==> src/rtl/hdmi_cfg_sequencer.sv <==
// HDMI transmitter configuration sequencer: writes an external register table over
// AXI4-Lite, then polls a status register until its ready bit sets. A lost hot-plug
// restarts the table after the in-flight transaction; a stalled handshake aborts.
module hdmi_cfg_sequencer #(
  parameter int unsigned N_WRITES  = 8,
  parameter logic [7:0]  POLL_ADDR = 8'h04,
  parameter int unsigned POLL_MAX  = 16,
  parameter int unsigned TIMEOUT   = 1023
) (
  input  logic        axi_clk,
  input  logic        axi_resetn,
  input  logic        start,
  input  logic        hpd_in,
  output logic [7:0]  tbl_idx,
  input  logic [7:0]  tbl_addr,
  input  logic [31:0] tbl_data,
  output logic [7:0]  m_awaddr,
  output logic        m_awvalid,
  input  logic        m_awready,
  output logic [31:0] m_wdata,
  output logic [3:0]  m_wstrb,
  output logic        m_wvalid,
  input  logic        m_wready,
  input  logic [1:0]  m_bresp,
  input  logic        m_bvalid,
  output logic        m_bready,
  output logic [7:0]  m_araddr,
  output logic        m_arvalid,
  input  logic        m_arready,
  input  logic [31:0] m_rdata,
  input  logic [1:0]  m_rresp,
  input  logic        m_rvalid,
  output logic        m_rready,
  output logic        busy,
  output logic        done,
  output logic        error,
  output logic [1:0]  err_code
);

  localparam logic [7:0]  LastIdx    = 8'(N_WRITES - 1);
  localparam logic [7:0]  PollMax    = 8'(POLL_MAX);
  localparam logic [15:0] TimeoutVal = 16'(TIMEOUT);

  typedef enum logic [2:0] {
    StIdle, StWaitHpd, StWrReq, StWrResp, StRdReq, StRdResp, StDone, StErr
  } state_e;

  state_e      state_q;
  logic        hpd_meta_q, hpd_s_q, hpd_lost_q;
  logic [7:0]  idx_q, awaddr_q, araddr_q, poll_q;
  logic [31:0] wdata_q;
  logic [3:0]  wstrb_q;
  logic        awvalid_q, wvalid_q, bready_q, arvalid_q, rready_q;
  logic        issued_q, aw_ok_q, w_ok_q;
  logic        busy_q, done_q, error_q;
  logic [1:0]  err_q;
  logic [15:0] wdog_q;
  logic        active, hpd_gone, aw_acc, w_acc, timeout;
  logic        unused_rdata;

  assign active   = state_q inside {StWrReq, StWrResp, StRdReq, StRdResp};
  // HPD loss is remembered so a short glitch mid-transaction still forces a restart.
  assign hpd_gone = hpd_lost_q | ~hpd_s_q;
  assign aw_acc   = awvalid_q & m_awready;
  assign w_acc    = wvalid_q & m_wready;
  assign timeout  = active && (wdog_q == TimeoutVal);
  assign unused_rdata = ^m_rdata[31:1];

  // Two-flop synchroniser for the asynchronous hot-plug detect.
  always_ff @(posedge axi_clk or negedge axi_resetn) begin
    if (!axi_resetn) begin
      hpd_meta_q <= 1'b0;
      hpd_s_q    <= 1'b0;
    end else begin
      hpd_meta_q <= hpd_in;
      hpd_s_q    <= hpd_meta_q;
    end
  end

  // Sequencer FSM with registered AXI and status outputs.
  always_ff @(posedge axi_clk or negedge axi_resetn) begin
    if (!axi_resetn) begin
      state_q    <= StIdle;
      hpd_lost_q <= 1'b0;
      idx_q      <= '0;
      awaddr_q   <= '0;
      araddr_q   <= '0;
      poll_q     <= '0;
      wdata_q    <= '0;
      wstrb_q    <= '0;
      awvalid_q  <= 1'b0;
      wvalid_q   <= 1'b0;
      bready_q   <= 1'b0;
      arvalid_q  <= 1'b0;
      rready_q   <= 1'b0;
      issued_q   <= 1'b0;
      aw_ok_q    <= 1'b0;
      w_ok_q     <= 1'b0;
      busy_q     <= 1'b0;
      done_q     <= 1'b0;
      error_q    <= 1'b0;
      err_q      <= '0;
      wdog_q     <= '0;
    end else begin
      wdog_q <= active ? wdog_q + 16'd1 : '0;
      if (active && !hpd_s_q) hpd_lost_q <= 1'b1;
      if (timeout) begin
        state_q   <= StErr;
        err_q     <= 2'b11;
        error_q   <= 1'b1;
        busy_q    <= 1'b0;
        awvalid_q <= 1'b0;
        wvalid_q  <= 1'b0;
        bready_q  <= 1'b0;
        arvalid_q <= 1'b0;
        rready_q  <= 1'b0;
        issued_q  <= 1'b0;
        wdog_q    <= '0;
      end else begin
        unique case (state_q)
          StIdle, StDone, StErr: if (start) begin
            done_q     <= 1'b0;
            error_q    <= 1'b0;
            err_q      <= '0;
            idx_q      <= '0;
            poll_q     <= '0;
            hpd_lost_q <= 1'b0;
            issued_q   <= 1'b0;
            busy_q     <= 1'b1;
            state_q    <= hpd_s_q ? StWrReq : StWaitHpd;
          end
          StWaitHpd: if (hpd_s_q) begin
            hpd_lost_q <= 1'b0;
            issued_q   <= 1'b0;
            state_q    <= StWrReq;
          end
          StWrReq: begin
            // First cycle latches the table entry once tbl_idx has settled.
            if (!issued_q) begin
              awaddr_q  <= tbl_addr;
              wdata_q   <= tbl_data;
              wstrb_q   <= 4'hF;
              awvalid_q <= 1'b1;
              wvalid_q  <= 1'b1;
              aw_ok_q   <= 1'b0;
              w_ok_q    <= 1'b0;
              issued_q  <= 1'b1;
            end else begin
              if (aw_acc) begin
                awvalid_q <= 1'b0;
                aw_ok_q   <= 1'b1;
              end
              if (w_acc) begin
                wvalid_q <= 1'b0;
                w_ok_q   <= 1'b1;
              end
              if ((aw_ok_q | aw_acc) && (w_ok_q | w_acc)) begin
                issued_q <= 1'b0;
                bready_q <= 1'b1;
                wdog_q   <= '0;
                state_q  <= StWrResp;
              end
            end
          end
          StWrResp: if (m_bvalid) begin
            bready_q <= 1'b0;
            wdog_q   <= '0;
            if (m_bresp != 2'b00) begin
              err_q   <= 2'b01;
              error_q <= 1'b1;
              busy_q  <= 1'b0;
              state_q <= StErr;
            end else if (hpd_gone) begin
              idx_q      <= '0;
              hpd_lost_q <= 1'b0;
              state_q    <= StWaitHpd;
            end else if (idx_q == LastIdx) begin
              poll_q    <= '0;
              araddr_q  <= POLL_ADDR;
              arvalid_q <= 1'b1;
              state_q   <= StRdReq;
            end else begin
              idx_q   <= idx_q + 8'd1;
              state_q <= StWrReq;
            end
          end
          StRdReq: if (m_arready) begin
            arvalid_q <= 1'b0;
            rready_q  <= 1'b1;
            wdog_q    <= '0;
            state_q   <= StRdResp;
          end
          StRdResp: if (m_rvalid) begin
            rready_q <= 1'b0;
            wdog_q   <= '0;
            if (m_rresp != 2'b00) begin
              err_q   <= 2'b01;
              error_q <= 1'b1;
              busy_q  <= 1'b0;
              state_q <= StErr;
            end else if (hpd_gone) begin
              idx_q      <= '0;
              hpd_lost_q <= 1'b0;
              state_q    <= StWaitHpd;
            end else if (m_rdata[0]) begin
              done_q  <= 1'b1;
              busy_q  <= 1'b0;
              state_q <= StDone;
            end else if (poll_q + 8'd1 == PollMax) begin
              poll_q  <= poll_q + 8'd1;
              err_q   <= 2'b10;
              error_q <= 1'b1;
              busy_q  <= 1'b0;
              state_q <= StErr;
            end else begin
              poll_q    <= poll_q + 8'd1;
              arvalid_q <= 1'b1;
              state_q   <= StRdReq;
            end
          end
          default: state_q <= StIdle;
        endcase
      end
    end
  end

  assign tbl_idx   = idx_q;
  assign m_awaddr  = awaddr_q;
  assign m_awvalid = awvalid_q;
  assign m_wdata   = wdata_q;
  assign m_wstrb   = wstrb_q;
  assign m_wvalid  = wvalid_q;
  assign m_bready  = bready_q;
  assign m_araddr  = araddr_q;
  assign m_arvalid = arvalid_q;
  assign m_rready  = rready_q;
  assign busy      = busy_q;
  assign done      = done_q;
  assign error     = error_q;
  assign err_code  = err_q;

endmodule
==> config.mk <==
export PLATFORM = sky130hd
export DESIGN_NAME = hdmi_cfg_sequencer
export DESIGN_NICKNAME = d
export VERILOG_FILES = /design/src/rtl/hdmi_cfg_sequencer.sv
export SDC_FILE = /design/constraint.sdc
export NUM_CORES = 1
export LEC_CHECK = 0
export CAP_MARGIN = 20
export CORE_ASPECT_RATIO = 0.8
export CORE_MARGIN = 4
export CORE_UTILIZATION = 46
export CTS_CLUSTER_DIAMETER = 40
export DETAILED_ROUTE_END_ITERATION = 16
export GPL_TIMING_DRIVEN = 0
export PLACE_DENSITY = 0.8
export SETUP_SLACK_MARGIN = 0.5
export SKIP_LAST_GASP = 1
export SLEW_MARGIN = 0
export SYNTH_ARGS = -nofsm -noshare
export SYNTH_HDL_FRONTEND = slang
export SYNTH_SLANG_ARGS = --single-unit
==> constraint.sdc <==
create_clock -name axi_clk -period 2.5 [get_ports axi_clk]
set_input_delay 0.25 -clock axi_clk [delete_from_list [all_inputs] [get_ports axi_clk]]
set_output_delay 0.25 -clock axi_clk [all_outputs]
set_load 0.01 [all_outputs]
# Yosys cells after proc, flatten, opt, wreduce, memory -nomap -nowiden
# Cells that the tools add are included.
[classes]
n_addsub = 3
mux = 126
n_reduce_logical = 33
eq_ne = 45
bitwise = 10
[op_table]
columns = ["operator", "n"]
rows = [
  ["8-bit two-way mux", 16],
  ["16-bit two-way mux", 7],
  ["1-bit two-way mux", 65],
  ["16-bit one-hot mux with 4 select lines", 1],
  ["8-bit one-hot mux with 3 select lines", 2],
  ["3-bit two-way mux", 13],
  ["3-bit != test (second input constant)", 13],
  ["2-bit two-way mux", 12],
  ["11-bit AND reduction", 2],
  ["7-bit AND reduction", 3],
  ["2-bit != test (second input constant)", 10],
  ["3-bit one-hot mux with 6 select lines", 1],
  ["16-bit by 1-bit adder with 16-bit output (second input constant)", 1],
  ["8-bit by 1-bit adder with 8-bit output (second input constant)", 2],
  ["16-bit by 10-bit equality test with 1-bit output (second input constant)", 1],
  ["4-bit nonzero test", 4],
  ["3-bit AND reduction", 5],
  ["3-bit equality test (second input constant)", 4],
  ["1-bit one-hot mux with 3 select lines", 4],
  ["3-bit by 2-bit != test with 1-bit output (second input constant)", 3],
  ["9-bit AND reduction", 1],
  ["3-bit nonzero test", 3],
  ["8-bit by 3-bit equality test with 1-bit output (second input constant)", 1],
  ["8-bit by 5-bit equality test with 1-bit output (second input constant)", 1],
  ["22 further kinds", 42],
]
[totals]
ff_bits = 93
in_bits = 85
output_inout_bits = 70
elab_cells = 240

# Longest topological paths before layout
# Gate-level depths: netlist of the first run.
[depth]
word_depth = 9
depth_mapped = 9
mapped_depth_nobuf = 7

# Worst setup path before layout of the first run
# No wires, ideal clock.
[synth_path]
kind = "flip-flop to flip-flop"
from = "reg idx_q[3], in the netlist tbl_idx[3]"
to = "reg poll_q[0]"
period_less_slack_ns = 2.194
setup_time_ns = 0.128
setup_slack_ns = 0.306
n_path_buf = 1
arrival_time_ns = 2.067
path_stages_with_launch = 8
required_ns = 2.372
cell_sequence = "dfrtp_1 or4_1 or3_4 o21ai_1 o21a_1 nand2b_1 buf_2 mux2_1"
[synth_between]
elab_chain_len = 3
[synth_rtl]
columns = ["item", "line", "source"]
rows = [
  ["start, declared", "50", "logic [7:0] idx_q, awaddr_q, araddr_q, poll_q;"],
  ["start signal, assigned", "183", "idx_q <= idx_q + 8'd1;"],
  ["8-bit by 3-bit equality test with 1-bit output", "177", "end else if (idx_q == LastIdx) begin"],
  ["2-bit by 1-bit != test with 1-bit output (no source line)", "-", ""],
  ["11-bit AND reduction (no source line)", "-", ""],
  ["end signal, assigned", "210", "poll_q <= poll_q + 8'd1;"],
  ["end signal, assigned", "216", "poll_q <= poll_q + 8'd1;"],
  ["end, declared", "50", ""],
]
# No other way between the ends.
# A chain may end at the register's enable or synchronous reset.

# Worst setup path in the final report of the first run
[layout_path]
from = "reg idx_q[4], in the netlist tbl_idx[4]"
to = "reg poll_q[0]"
# The elaborated chain is that of the path after synthesis.

==> tab_implementation.tex, run 1 <==
\begin{tabular}{lr}
\hline
Metric & Value \\
\hline
\multicolumn{2}{l}{\textbf{Place}} \\
Area after detailed placement & 6040 um2 \\
Routability Congestion & 0.885 \\
Number of instances in the placed design & 691 \\
Setup slack at placement & -117 ps \\
DPL Wire Length & 8.71 mm \\
Total of buffers placed on input and output ports & 116 \\
\multicolumn{2}{l}{\textbf{Critical path}} \\
Reg-to-reg critical path startpoint & tbl\_idx[4] \\
Nature of the critical path startpoint & flip-flop \\
Worst setup path startpoint & tbl\_idx[4] \\
Critical-path maximum fanout & 8 \\
WP data arrival & 2440 ps \\
Nature of the critical path endpoint & flip-flop \\
Setup Crit Path Kind & flip-flop to flip-flop \\
Data required time at the worst endpoint & 2720 ps \\
Register-to-register path setup slack & 280 ps \\
\multicolumn{2}{l}{\textbf{STA}} \\
Clock period minus worst slack & 2220 ps \\
Transition at the pin with the smallest max-transition slack & 616 ps \\
Unrepaired setup endpoints after global routing & true \\
Number of failing hold endpoints at the final stage & 0 \\
Highest Clock Rate & 450 MHz \\
Setup TNS & 0 ps \\
Post-route fraction of the period consumed by the critical path & 88.8\% \\
Layout Skew & 6.57 ps \\
Max-slew violations & 0 \\
Worst Setup Slack, final & 280 ps \\
Final number of setup-violating endpoints & 0 \\
Worst slew margin & 59.0\% \\
Hold slack final & 351 ps \\
\multicolumn{2}{l}{\textbf{Route}} \\
Number of vias per cell after detailed routing & 5.55 \\
Number of DRC markers after the initial detailed-route iteration & 395 \\
Vias post-DR & 4098 \\
First-pass detailed-route iteration total & 5 \\
Wire per inst & 17.5 um \\
Detailed-route wire length & 12.9 mm \\
DRC viols & 0 \\
Post-DRT Antenna Nets & 0 \\
\multicolumn{2}{l}{\textbf{Cells and area}} \\
Area of the multi-input gates & 2300 um2 \\
Register area & 2330 um2 \\
Number of nets in the finished design & 686 \\
Syn-to-layout area delta & 47.3\% \\
Final instance count without filler cells & 738 \\
Cell area after layout & 6850 um2 \\
Antenna diode count & 0 \\
Filler cell count & 727 \\
Fraction of layout instances using a drive strength above 1 & 20.6\% \\
\multicolumn{2}{l}{\textbf{Power}} \\
Lkg Pwr & 0.00293 uW \\
Power per standard cell area & 1040 nW/um2 \\
Largest voltage drop on the vdd net & 0.000629 V \\
Net switching power of the design & 2470 uW \\
Part of the power in combinational logic & 48.3\% \\
P\_int & 4650 uW \\
Proportion of power drawn by the clock network & 19.1\% \\
Sequential share of power & 32.6\% \\
Sw Share & 34.7\% \\
\multicolumn{2}{l}{\textbf{Global routing}} \\
Maximum number of pins on one net before global-route repair & 49 \\
Vias in the first global route & 4172 \\
Number of antenna violations at the first check in global routing & 0 \\
First-pass GRT wire length & 20.3 mm \\
GRT Resource Usage Total & 21.2\% \\
Overflow left after global routing & 0 \\
\multicolumn{2}{l}{\textbf{Status}} \\
Status & finished, final reports clean \\
\multicolumn{2}{l}{\textbf{Worst hold path}} \\
Classification of the worst-slack hold path & input pin to flip-flop \\
Startpoint of the worst hold path & m\_bvalid \\
\multicolumn{2}{l}{\textbf{Logic synthesis}} \\
Top cell types by occurrence after synthesis & dfrtp\_1 (93), nor2\_1 (50), mux2\_1 (38) \\
Most used flip-flop cell after synthesis & dfrtp\_1 \\
Netlist cell types & 70 \\
Post-synthesis instance total & 432 \\
Number of flops mapped to enable cells by yosys & 0 \\
Mapped Avg Cell Area & 10.8 um2 \\
Cell taking the most area after synthesis & dfrtp\_1 \\
Most instantiated library cell after synthesis & dfrtp\_1 \\
Seq/Total Area, Yosys & 50.1\% \\
Warning count from the yosys run & 0 \\
Cell types with the largest area share after synthesis & dfrtp\_1 (50\%), mux2\_1 (9.2\%), nor2\_1 (4.0\%) \\
Share of synthesized registers carrying an async set or reset & 100\% \\
Synthesized flop and latch total & 93 \\
Area of the mapped netlist & 4650 um2 \\
Area share of the largest cell type after synthesis & 50.1\% \\
\multicolumn{2}{l}{\textbf{Die}} \\
Die height & 97.9 um \\
Standard-cell rows & 32 \\
Die Area & 11800 um2 \\
IO Count & 155 \\
Overall die width & 120 um \\
Effective utilization at floorplan & 47.6\% \\
Area inside the core boundary & 9770 um2 \\
\multicolumn{2}{l}{\textbf{CTS}} \\
Number of buffers created by CTS & 9 \\
Sinks on Clock Net & 93 \\
Clock root buffer master & clkbuf\_16 \\
Clock Pin Slew Worst Setup and Hold Paths & 70 ps \\
Clock tree from TritonCTS & done \\
CTS H-tree lvls & 3 \\
Clock latency on the worst-skew pair & 340 ps \\
Max Root-Sink Buffers & 2 \\
\multicolumn{2}{l}{\textbf{Run}} \\
Max-cap violations & 0 \\
\hline
\end{tabular}
## power groups by stage
| stage | sequential (uW) | combinational (uW) | clock (uW) |
|---|---|---|---|
| 6_report | 2320 | 3440 | 1360 |
| 5_1_grt | 2380 | 3690 | 1470 |
| 4_1_cts | 2310 | 3110 | 1390 |
| 3_5_place_dp | 2320 | 2840 | 0 |
| 3_3_place_gp | 2290 | 2780 | 0 |
| 2_1_floorplan | 2460 | 1350 | 0 |
## critical path, stage by stage, from the launching register on
cell	delay (ps)
dfrtp_1	400
or4_4	560
or3_4	360
o21ai_2	110
o21a_1	170
nand2b_1	80
buf_6	140
mux2_4	290
## metal layers
| metal | vias up | wire [um] | part of all wire (%) | GRT usage (%) |
|---|---|---|---|---|
| li1 | 1876 | - | - | - |
| met1 | 1980 | 5060 | 39 | 25.3 |
| met2 | 205 | 6140 | 48 | 34.8 |
| met3 | 37 | 1390 | 11 | 9.67 |
| met4 | 0 | 300 | 2.3 | 5.75 |
| met5 | - | 0 | 0 | 0 |
## placed cells by master (no fill, tap or decap), types with 7 or more instances in the layout
cell	synthesis	layout
clkbuf_16	0	9
a21oi_1	11	11
nor3_1	10	8
nor2_1	50	50
nand4_1	8	8
dfrtp_1	93	89
mux2_1	38	37
xor2_1	12	12
clkdlybuf4s50_1	0	113
buf_6	3	13
buf_4	10	38
conb_1	1	7
o21ai_0	19	16
nand2_1	28	24
nand2b_1	7	7
nand3_1	17	14
## sequential cells by signal (all words and copies together) (netlist names), 2 cells and up
name,count
state_q,3
err_code,2
poll_q,8
m_awaddr,8
m_wdata,32
tbl_idx,8
wdog_q,16
## repair_timing
item	CTS	global route
setup endpoints to repair	76	72
hold endpoints to repair	45	0
hold buffers	1	0
pin swaps	12	17
gates resized for setup	34	36
buffers inserted	15	15
## final timing paths
| path | endpoint | depth (start not counted) |
|---|---|---|
| worst max-delay path | poll_q[0] | 7 |
| worst min-delay path | m_bready | 4 |
| worst max register to register | poll_q[0] | 7 |
| worst min register to register | hpd_s_q | 0 |
| max in group asynchronous | m_awaddr[7] | 3 |
| min in group asynchronous | error | 2 |
## layout make-up
cell class	count	share of cell area (%)
repair buffers	148	21.1
clock inverters	7	1.06
inverters	6	0.329
clock buffers	9	3.29
well taps	136	2.48
flip-flops and latches	93	34.1
plain buffers	29	4.13
multi-input cells	310	33.6
## cells by family (layout without fill, tap and decap cells)
kind of cell    count (synthesis)  after routing  share of synthesized area (%)
simple gates                  160            160                           18.4
flops                          93             93                           50.1
compound gates                 81             81                           12.1
mux                            42             42                           10.1
buf+inv                        35            199                           5.17
xor+xnor                       16             16                           3.01
fa+ha+maj                       4              4                           1.08
other cells                     1              7                         0.0807
## metrics by stage
| step | utilization [%] | power, uW |
|---|---|---|
| after floorplan | - | 3810 |
| after global placement | 61.6 | 5070 |
| after detailed placement | 61.8 | 5160 |
| after CTS | 67.3 | 6810 |
| after global routing | 70.1 | 7540 |
| final | 70.1 | 7120 |
Note: power is estimated with default switching activity, not from simulation.
==> run 2, diff against run 1 <==
Settings changed: CORE_ASPECT_RATIO 0.8 to default, CORE_UTILIZATION 46 to 42, PLACE_DENSITY 0.8 to 0.77, SETUP_SLACK_MARGIN 0.5 to default.
Clock period 2.5 ns to 1.93 ns, I/O delays scaled along.
==> run 2 against run 1 <==
Effect of this change: the run now ends with negative setup slack left; maximum frequency increased by 0.49%; hold slack worse by 93 ps; critical endpoint unchanged; first-iteration DRC count decreased by 58%; largest power group unchanged; core utilization is 6.0 points lower; largest cell class is now multi-input gates; sequential cell count is the same; via count decreased by 1.2%; worst setup slack worse by 560 ps; sequential power increased by 29%; cell count grew 1.5%; register-to-register slack lost 560 ps; routed wire length grew 0.19%.
==> tab_implementation.tex, run 2 (same netlist as run 1, synthesis figures left out) <==
\begin{tabular}{lr}
\hline
Metric & Value \\
\hline
\multicolumn{2}{l}{\textbf{Cells and area}} \\
Fraction of layout instances using a drive strength above 1 & 25.1\% (was 20.6\%) \\
Most common cell after layout, fill and taps aside & clkdlybuf4s50\_1 (unchanged) \\
Syn-to-layout area delta & 49.4\% (was 47.3\%) \\
Number of nets in the finished design & 693 (was 686) \\
Leading cell types in the layout, fill and taps excluded & clkdlybuf4s50\_1 (115), dfrtp\_1 (88), nor2\_1 (50), buf\_4 (41), nand2\_1 (24) (was clkdlybuf4s50\_1 (113), dfrtp\_1 (89), nor2\_1 (50), buf\_4 (38), mux2\_1 (37)) \\
Number of flip-flops under the largest register name & 32 (unchanged) \\
Area of the multi-input gates & 2360 um2 (was 2300 um2) \\
Final core utilization & 64.1\% (was 70.1\%) \\
Filler cell count & 821 (was 727) \\
Register area & 2330 um2 (about the same) \\
Final instance count without filler cells & 749 (was 738) \\
Cell area after layout & 6950 um2 (was 6850 um2) \\
Antenna diode count & 0 (unchanged) \\
\multicolumn{2}{l}{\textbf{Critical path}} \\
Nature of the critical path endpoint & flip-flop (unchanged) \\
Setup Crit Path Kind & flip-flop to flip-flop (unchanged) \\
WP data arrival & 2470 ps (was 2440 ps) \\
Critical-path maximum fanout & 6 (was 8) \\
Data required time at the worst endpoint & 2190 ps (was 2720 ps) \\
Nature of the critical path startpoint & flip-flop (unchanged) \\
\multicolumn{2}{l}{\textbf{Power}} \\
Largest voltage drop on the vdd net & 0.000704 V (was 0.000629 V) \\
Lkg Pwr & 0.00299 uW (was 0.00293 uW) \\
Power per standard cell area & 1320 nW/um2 (was 1040 nW/um2) \\
\multicolumn{2}{l}{\textbf{STA}} \\
Highest Clock Rate & 453 MHz (was 450 MHz) \\
Max-slew violations & 0 (unchanged) \\
Post-route fraction of the period consumed by the critical path & 114\% (was 88.8\%) \\
Clock period minus worst slack & 2210 ps (was 2220 ps) \\
Layout Skew & 17.3 ps (was 6.57 ps) \\
Worst slew margin & 62.5\% (was 59.0\%) \\
Number of failing hold endpoints at the final stage & 0 (unchanged) \\
Transition at the pin with the smallest max-transition slack & 563 ps (was 616 ps) \\
Worst Setup Slack, final & -280 ps (was 280 ps) \\
Unrepaired setup endpoints after global routing & true (unchanged) \\
Setup TNS & -2650 ps (was 0 ps) \\
Final number of setup-violating endpoints & 17 (was 0) \\
\multicolumn{2}{l}{\textbf{Place}} \\
Area after detailed placement & 6070 um2 (was 6040 um2) \\
DPL Wire Length & 8.63 mm (was 8.71 mm) \\
Routability Congestion & 0.895 (was 0.885) \\
Number of instances in the placed design & 695 (was 691) \\
Total of buffers placed on input and output ports & 116 (unchanged) \\
\multicolumn{2}{l}{\textbf{Global routing}} \\
Vias in the first global route & 3888 (was 4172) \\
GRT Resource Usage Total & 18.7\% (was 21.2\%) \\
Maximum number of pins on one net before global-route repair & 54 (was 49) \\
Overflow left after global routing & 0 (unchanged) \\
Number of antenna violations at the first check in global routing & 0 (unchanged) \\
First-pass GRT wire length & 19.4 mm (was 20.3 mm) \\
\multicolumn{2}{l}{\textbf{CTS}} \\
Clock Pin Slew Worst Setup and Hold Paths & 90 ps (was 70 ps) \\
Sinks on Clock Net & 93 (unchanged) \\
Number of buffers created by CTS & 9 (unchanged) \\
Clock latency on the worst-skew pair & 380 ps (was 340 ps) \\
Clock tree from TritonCTS & done (unchanged) \\
Clock root buffer master & clkbuf\_8 (was clkbuf\_16) \\
Max Root-Sink Buffers & 2 (unchanged) \\
CTS H-tree lvls & 3 (unchanged) \\
\multicolumn{2}{l}{\textbf{Status}} \\
Status & finished with violations (was finished, final reports clean) \\
Violations in the final reports & negative setup slack \\
\multicolumn{2}{l}{\textbf{Die}} \\
Die height & 113 um (was 97.9 um) \\
IO Count & 155 (unchanged) \\
Overall die width & 113 um (was 120 um) \\
Effective utilization at floorplan & 42.9\% (was 47.6\%) \\
Die Area & 12800 um2 (was 11800 um2) \\
Standard-cell rows & 38 (was 32) \\
Area inside the core boundary & 10800 um2 (was 9770 um2) \\
\multicolumn{2}{l}{\textbf{Run}} \\
Max-cap violations & 0 (unchanged) \\
\multicolumn{2}{l}{\textbf{Route}} \\
Post-DRT Antenna Nets & 0 (unchanged) \\
Wire per inst & 17.2 um (was 17.5 um) \\
Number of vias per cell after detailed routing & 5.41 (was 5.55) \\
Vias post-DR & 4049 (was 4098) \\
DRC viols & 0 (unchanged) \\
Number of DRC markers after the initial detailed-route iteration & 167 (was 395) \\
First-pass detailed-route iteration total & 5 (unchanged) \\
Detailed-route wire length & 12.9 mm (about the same) \\
\multicolumn{2}{l}{\textbf{Worst hold path}} \\
Classification of the worst-slack hold path & input pin to flip-flop (unchanged) \\
\hline
\end{tabular}
## run 2: changes by cell type in the layout (fill, tap and decap cells not counted), sizes merged
cell           previous run  this run
dlygate4sd2               1         0
clkdlybuf4s50           113       115
clkbuf                   16        20
buf                      54        57
clkinv                    2         1
and2                      5         6
dlymetal6s2s              1         0
## run 2: final cells by class
| cell class | instances | area share [%] |
|---|---|---|
| multi-input cells | 311 | 34.0 |
| flip-flops and latches | 93 | 33.6 |
| repair buffers | 157 | 22.7 |
| plain buffers | 26 | 3.89 |
| well taps | 140 | 2.52 |
| clock buffers | 10 | 1.98 |
| clock inverters | 6 | 0.973 |
| inverters | 6 | 0.324 |
## run 2: worst paths after layout
| kind | startpoint | end | slack (ps) | depth (start not counted) |
|---|---|---|---|---|
| max in group asynchronous | axi_resetn | state_q[0] | 910 | 3 |
| setup / recovery | tbl_idx[4] | poll_q[0] | -280 | 7 |
| setup reg to reg | tbl_idx[4] | poll_q[0] | -280 | 7 |
| hold / removal | hpd_in | hpd_meta_q | 260 | 1 |
| hold reg to reg | hpd_meta_q | hpd_s_q | 350 | 0 |
| min in group asynchronous | axi_resetn | m_wdata[16] | 350 | 2 |
## run 2: per-layer routing
layer  vias to the layer above  GRT usage, %  part of all wire, %  wire (um)
li1                       1888             -                    -          -
met1                      1994          22.8                   40       5150
met2                       138          33.1                   52       6770
met3                        29          3.58                  5.5        714
met4                         0          6.81                  2.1        277
met5                         -             0                    0          0
## run 2: report_power, final
| group | leakage [uW] | total [uW] | switching [uW] | internal, uW |
|---|---|---|---|---|
| clock | 0.0000993 | 1360 | 720 | 641 |
| sequential | 0.00115 | 2990 | 408 | 2580 |
| combinational | 0.00174 | 4840 | 2040 | 2800 |
## run 2: critical path, cell delays in order (launching register included)
cell and delay [ps]:
dfrtp_2 430, or4_4 520, or3_4 350, o21ai_2 120
o21a_1 150, nand2b_1 90, buf_6 150, mux2_4 290
## run 2: metrics by stage
stage / hold slack (ps) / setup WS (ps) / power [uW]
after floorplan: -103 / -233 / 4970
after CTS: 249 / -332 / 8430
after global routing: 263 / -321 / 9700
final: 258 / -280 / 9190
after global placement: 336 / -2700 / 6590
after detailed placement: 224 / -629 / 6710
## run 2: timing repair
action                                 in CTS  in global routing
pin swaps                                  12                 15
gates cloned                                0                  6
setup buffers                              23                 13
setup endpoints to repair                  89                 80
hold buffers                                1                  0
endpoints found under the hold margin      40                  0
gates resized for setup                    25                 61
==> run 3, diff against run 2 <==
Settings changed: CAP_MARGIN 20 to 0.
==> results of run 3 <==
No change in the layout: final DEF, timing and power equal those of run 2.
